**src/rtl/left_shift_normalizer_if.sv**
```systemverilog
// ============================================================================
// Module   : left_shift_normalizer_if
// Brief    : Input and output valid/ready stream bundle for the normalizer.
// Revision : 1.0 - initial release
// ============================================================================
`default_nettype none

interface left_shift_normalizer_if #(
  parameter int IN_WIDTH  = 16,
  parameter int OUT_WIDTH = 8,
  parameter int S_WIDTH   = 4
);
  // upstream side
  logic                 i_valid;
  logic                 o_ready;
  logic [IN_WIDTH-1:0]  i_data;
  logic                 i_last;
  // downstream side
  logic                 o_valid;
  logic                 i_ready;
  logic [OUT_WIDTH-1:0] o_data;
  logic [S_WIDTH-1:0]   o_shift;
  logic                 o_last;

  modport master (
    output i_valid, i_data, i_last, i_ready,
    input  o_ready, o_valid, o_data, o_shift, o_last
  );

  modport slave (
    input  i_valid, i_data, i_last, i_ready,
    output o_ready, o_valid, o_data, o_shift, o_last
  );
endinterface

`default_nettype wire

```
**src/rtl/left_shift_normalizer.sv**
```systemverilog
// ============================================================================
// Module   : left_shift_normalizer
// Brief    : Two-stage block-floating-point normalizer: redundant sign-bit
//            count, clamp, left shift and top-bit slice, valid/ready on both sides.
// Revision : 1.0 - initial release
// ============================================================================
`default_nettype none

module left_shift_normalizer #(
  parameter int IN_WIDTH  = 16,
  parameter int OUT_WIDTH = 8,
  parameter int S_WIDTH   = 4,
  parameter int MAX_SHIFT = 15
) (
  input  logic                     i_clk,
  input  logic                     i_rst,
  left_shift_normalizer_if.slave   io_bus
);

  localparam int CNT_W = (IN_WIDTH > 1) ? $clog2(IN_WIDTH) : 1;

  // stage 1: input value with its clamped sign-bit count
  logic                 r_s1_valid;
  logic [IN_WIDTH-1:0]  r_s1_data;
  logic [S_WIDTH-1:0]   r_s1_count;
  logic                 r_s1_last;

  // stage 2: output mantissa with its shift count
  logic                 r_s2_valid;
  logic [OUT_WIDTH-1:0] r_s2_mant;
  logic [S_WIDTH-1:0]   r_s2_count;
  logic                 r_s2_last;

  logic                 w_adv1;
  logic                 w_adv2;
  logic                 w_run;
  logic [CNT_W-1:0]     w_cnt;
  logic [S_WIDTH-1:0]   w_count;
  logic [IN_WIDTH-1:0]  w_shifted;
  logic [OUT_WIDTH-1:0] w_mant;

  assign w_adv2 = !r_s2_valid || io_bus.i_ready;
  assign w_adv1 = !r_s1_valid || w_adv2;

  // Length of the run of bits directly below the MSB that copy the MSB.
  always_comb begin
    w_cnt = '0;
    w_run = 1'b1;
    for (int i = IN_WIDTH - 2; i >= 0; i--) begin
      if (w_run && (io_bus.i_data[i] == io_bus.i_data[IN_WIDTH-1])) begin
        w_cnt = w_cnt + CNT_W'(1);
      end else begin
        w_run = 1'b0;
      end
    end
  end

  always_comb begin
    w_count = S_WIDTH'(w_cnt);
    if (int'(w_cnt) > MAX_SHIFT) begin
      w_count = S_WIDTH'(MAX_SHIFT);
    end
  end

  // The count never exceeds the redundant sign bits, so the sign survives.
  assign w_shifted = r_s1_data << r_s1_count;
  assign w_mant    = w_shifted[IN_WIDTH-1 -: OUT_WIDTH];

  always_ff @(posedge i_clk or posedge i_rst) begin
    if (i_rst) begin
      r_s1_valid <= 1'b0;
      r_s1_data  <= '0;
      r_s1_count <= '0;
      r_s1_last  <= 1'b0;
    end else if (w_adv1) begin
      r_s1_valid <= io_bus.i_valid;
      if (io_bus.i_valid) begin
        r_s1_data  <= io_bus.i_data;
        r_s1_count <= w_count;
        r_s1_last  <= io_bus.i_last;
      end
    end
  end

  // Payload loads only with a valid beat, so idle-bus garbage never lands here.
  always_ff @(posedge i_clk or posedge i_rst) begin
    if (i_rst) begin
      r_s2_valid <= 1'b0;
      r_s2_mant  <= '0;
      r_s2_count <= '0;
      r_s2_last  <= 1'b0;
    end else if (w_adv2) begin
      r_s2_valid <= r_s1_valid;
      if (r_s1_valid) begin
        r_s2_mant  <= w_mant;
        r_s2_count <= r_s1_count;
        r_s2_last  <= r_s1_last;
      end
    end
  end

  assign io_bus.o_ready = w_adv1;
  assign io_bus.o_valid = r_s2_valid;
  assign io_bus.o_data  = r_s2_mant;
  assign io_bus.o_shift = r_s2_count;
  assign io_bus.o_last  = r_s2_last;

endmodule

`default_nettype wire

```
**src/flat_wrapper.sv**
```systemverilog
// flat-port wrapper written by rule: the top's interface ports become plain ports
module left_shift_normalizer_flat 
#(
  parameter int IN_WIDTH  = 16,
  parameter int OUT_WIDTH = 8,
  parameter int S_WIDTH   = 4,
  parameter int MAX_SHIFT = 15
)
  (i_clk, i_rst, io_bus_i_valid, io_bus_i_data, io_bus_i_last, io_bus_i_ready, io_bus_o_ready, io_bus_o_valid, io_bus_o_data, io_bus_o_shift, io_bus_o_last);
  left_shift_normalizer_if #(.IN_WIDTH(IN_WIDTH), .OUT_WIDTH(OUT_WIDTH), .S_WIDTH(S_WIDTH)) io_bus_i ();
  input  logic i_clk;
  input  logic i_rst;
  input wire logic [$bits(io_bus_i.i_valid)-1:0] io_bus_i_valid;
  input wire logic [$bits(io_bus_i.i_data)-1:0] io_bus_i_data;
  input wire logic [$bits(io_bus_i.i_last)-1:0] io_bus_i_last;
  input wire logic [$bits(io_bus_i.i_ready)-1:0] io_bus_i_ready;
  output wire logic [$bits(io_bus_i.o_ready)-1:0] io_bus_o_ready;
  output wire logic [$bits(io_bus_i.o_valid)-1:0] io_bus_o_valid;
  output wire logic [$bits(io_bus_i.o_data)-1:0] io_bus_o_data;
  output wire logic [$bits(io_bus_i.o_shift)-1:0] io_bus_o_shift;
  output wire logic [$bits(io_bus_i.o_last)-1:0] io_bus_o_last;
  assign io_bus_i.i_valid = io_bus_i_valid;
  assign io_bus_i.i_data = io_bus_i_data;
  assign io_bus_i.i_last = io_bus_i_last;
  assign io_bus_i.i_ready = io_bus_i_ready;
  assign io_bus_o_ready = io_bus_i.o_ready;
  assign io_bus_o_valid = io_bus_i.o_valid;
  assign io_bus_o_data = io_bus_i.o_data;
  assign io_bus_o_shift = io_bus_i.o_shift;
  assign io_bus_o_last = io_bus_i.o_last;
  left_shift_normalizer #(.IN_WIDTH(IN_WIDTH), .OUT_WIDTH(OUT_WIDTH), .S_WIDTH(S_WIDTH), .MAX_SHIFT(MAX_SHIFT)) u_core (.i_clk(i_clk), .i_rst(i_rst), .io_bus(io_bus_i));
endmodule
```
**config.mk**
```make
export PLATFORM = sky130hd
export DESIGN_NAME = left_shift_normalizer_flat
export DESIGN_NICKNAME = d
export VERILOG_FILES = /design/src/rtl/left_shift_normalizer_if.sv /design/src/rtl/left_shift_normalizer.sv /design/src/flat_wrapper.sv
export SDC_FILE = /design/constraint.sdc
export NUM_CORES = 1
export LEC_CHECK = 0
export ABC_AREA = 1
export ABC_CLOCK_PERIOD_IN_PS = 2100
export BUFFER_PORTS_ARGS = -buffer_cell sky130_fd_sc_hd__buf_2
export CAP_MARGIN = 5
export CORE_MARGIN = 2
export CORE_UTILIZATION = 50
export CTS_CLUSTER_DIAMETER = 200
export CTS_CLUSTER_SIZE = 16
export DETAILED_ROUTE_END_ITERATION = 8
export PLACE_DENSITY = 0.81
export SLEW_MARGIN = 20
export SYNTH_ARGS = -nofsm -noshare
export SYNTH_HDL_FRONTEND = slang
export SYNTH_SLANG_ARGS = --single-unit
```
**constraint.sdc**
```tcl
create_clock -name i_clk -period 2.1 [get_ports i_clk]
set_input_delay 0.315 -clock i_clk [delete_from_list [all_inputs] [get_ports i_clk]]
set_output_delay 0.315 -clock i_clk [all_outputs]
set_load 0.02 [all_outputs]
```
==> run metrics <==
Post-synth top cells=nand2_1 (157), inv_1 (55), nand3_1 (42); Synth Register Bits=36; post-synth top area cell=dfrtp_1; first-pass iteration count of the detailed router=4; FP Rows=29; CTS tree=yes; DRC errors left=0; CORE AREA=6280 um2; fin. max-slew vios=0; Synth cell types=42; ys async rst share=1.00; CP max-delay cell=ha_4; pre-CTS WS=-3.04 ns; fmax=215 MHz; flip-flop and latch area=901 um2; clock edge transition at the registers on the reported setup and hold paths=0.07 ns; Total Routing Usage GR=0.246; Die Ht=83.9 um; share of layout cells above drive strength 1=0.370; number of I/O port buffers=35; Critical Path RT=approximately 2.3 ns; final hold viol count=0; vias per cell=slightly above 5; CTS buffer count=5; min Tclk post-route=4.65 ns; DRT iter0 DRCs=~160; failing checks=negative setup slack; Setup WS post-layout=-2.55 ns; Power Density=576 nW/um2; Hold Path Class=input pin to asynchronous set/reset pin; Fin Clk Skew=0.00294 ns; post-DR wirelength/cell=12.5 um; Syn Inst Count=485; Avg Inst Size Synth=6.58 um2; Power Total=between 2 and 3 mW; ANT cells=0; multi-input logic area=2280 um2; syn_nets=about 520; gpl congestion=0.913; clock root cell=clkbuf_8; Initial Util=0.509; most numerous cell in the Yosys netlist=nand2_1; CP max FO=5; synth top area cells=dfrtp_1 (28%), nand2_1 (18%), nand3_1 (6.6%); first-pass GRT wire length=14600 um; CTS HTree Levels=2; Sum Neg Setup Slack=-8.14 ns; status=finished with violations; number of fill cells=480; Synth top area share=0.282; Syn-to-layout area delta=42.8%; unrepaired setup endpoints after global routing=true; global route overflow=0; CTS Sinks=36; Post-DRT Antenna Nets=0; vias in the first global route=between 3000 and 4000; Post-DP HPWL=6120 um; kind of critical path=input pin to flip-flop; fin crit share=2.22; Post-synth EDFFs=0; slowest stage delay, CP=between 0.2 and 0.3 ns; Worst-Margin Slew=about 0.52 ns; via count=3566; Setup violations, final=4; register area share after synthesis=0.282; VDD IR max=approximately 0.61 mV; most used cell along the critical path=buf_4; Ports=36; initial antenna violation count=0; layout net count=643; Max Cap Viol=0; Worst setup SP type=input pin; crit path DAT=4.82 ns; Top FF cell, synth=dfrtp_1; die area=7040 um2; Cell Area, Synth=3190 um2; Worst-Skew Late Latency=0.29 ns; Leak Pwr=~2.4 nW; crit end category=flip-flop; largest net degree at the start of global routing=37; die width=83.9 um; Total Wirelength=8580 um; clk buf depth=2; Slew headroom=0.653; Synth Warn #=0; non-filler cells, final=688; Placed Cells=660
layer usage:
metal,vias up,track usage,part of all wire
met5,-,0,0
met4,0,0.0894,0.028
met3,30,0.0396,0.042
met2,91,0.458,0.52
met1,1638,0.280,0.41
li1,1807,-,-
metrics by stage:
stage                     hold slack (ns)  utilization  cell area (um2)
final                               0.117        0.726             4560
after CTS                           0.131        0.686             4310
after floorplan                     0.425            -             3250
after global placement              0.423        0.640             4020
after detailed placement            0.438        0.640             4020
after global routing                0.162        0.726             4560
where the power goes:
part	leakage (nW)	switching [mW]	total (mW)	internal [mW]
clock network	0.0510	0.237	0.498	0.261
registers	0.444	0.0823	0.919	0.836
logic	1.89	0.714	1.21	0.493
final cells by class:
| type | instances | share of cell area |
|---|---|---|
| clock buffer | 6 | 0.0181 |
| clock inverter | 2 | 0.00220 |
| inverter | 66 | 0.0598 |
| multi-input combinational | 371 | 0.499 |
| sequential | 36 | 0.198 |
| tap | 77 | 0.0211 |
| timing repair buffer | 130 | 0.202 |
final timing paths:
check / from / end / slack (ns) / depth (start not counted)
setup / recovery: io_bus_i_data[15] / u_core.r_s1_count[2]$_DFFE_PP0P_ / -2.55 / 45
hold / removal: i_rst / u_core.r_s1_data[12]$_DFFE_PP0P_ / 0.12 / 3
setup reg to reg: u_core.r_s1_count[0]$_DFFE_PP0P_ / u_core.io_bus.o_data[4]$_DFFE_PP0P_ / 0.42 / 6
hold reg to reg: u_core.io_bus.o_shift[1]$_DFFE_PP0P_ / u_core.io_bus.o_shift[1]$_DFFE_PP0P_ / 0.48 / 2
max in group asynchronous: i_rst / u_core.r_s1_data[1]$_DFFE_PP0P_ / 1.67 / 3
min in group i_clk: io_bus_i_last / u_core.r_s1_last$_DFFE_PP0P_ / 0.24 / 3
repair_timing:
item / in CTS / in global routing
resized for setup: 18 / 48
endpoints found under the setup margin: 4 / 4
pin swaps: 25 / 32
hold buffers: 0 / 0
buffers inserted: 18 / 3
sequential cells by signal, indices dropped and copies added, names as in the netlist:
register and cells:
u_core.r_s1_last 1, u_core.r_s1_valid 1, u_core.io_bus.o_shift 4, u_core.io_bus.o_data 8
u_core.io_bus.o_valid 1, u_core.r_s1_count 4, u_core.r_s1_data 16, u_core.io_bus.o_last 1
worst max-delay path: cells and delay by family:
family / cells / cell delay [ns]
xor+xnor: 2 / 0.27
buf+inv: 18 / 1.67
simple gates: 17 / 1.24
fa+ha+maj: 5 / 1.02
compound gates: 3 / 0.30
cells by family (layout without fill, tap and decap cells):
logic type,count (synthesis),count (layout),synth area share
simple gates,276,276,0.409
buf+inv,78,204,0.0968
compound gates,72,72,0.134
flops,36,36,0.282
fa+ha+maj,12,12,0.0470
xor+xnor,8,8,0.0219
mux,3,3,0.00940
layout by cell type (no fill, tap or decap), drive strengths merged, types with 4 or more instances in the layout:
cell    instances
nand2         173
buf           130
inv            59
nand3          49
nor2           43
o21ai          39
dfrtp          36
a21oi          13
ha             12
clkinv          9
clkbuf          6
a31oi           6
xor2            5
nand3b          4
(Power assumes the default switching activity.)
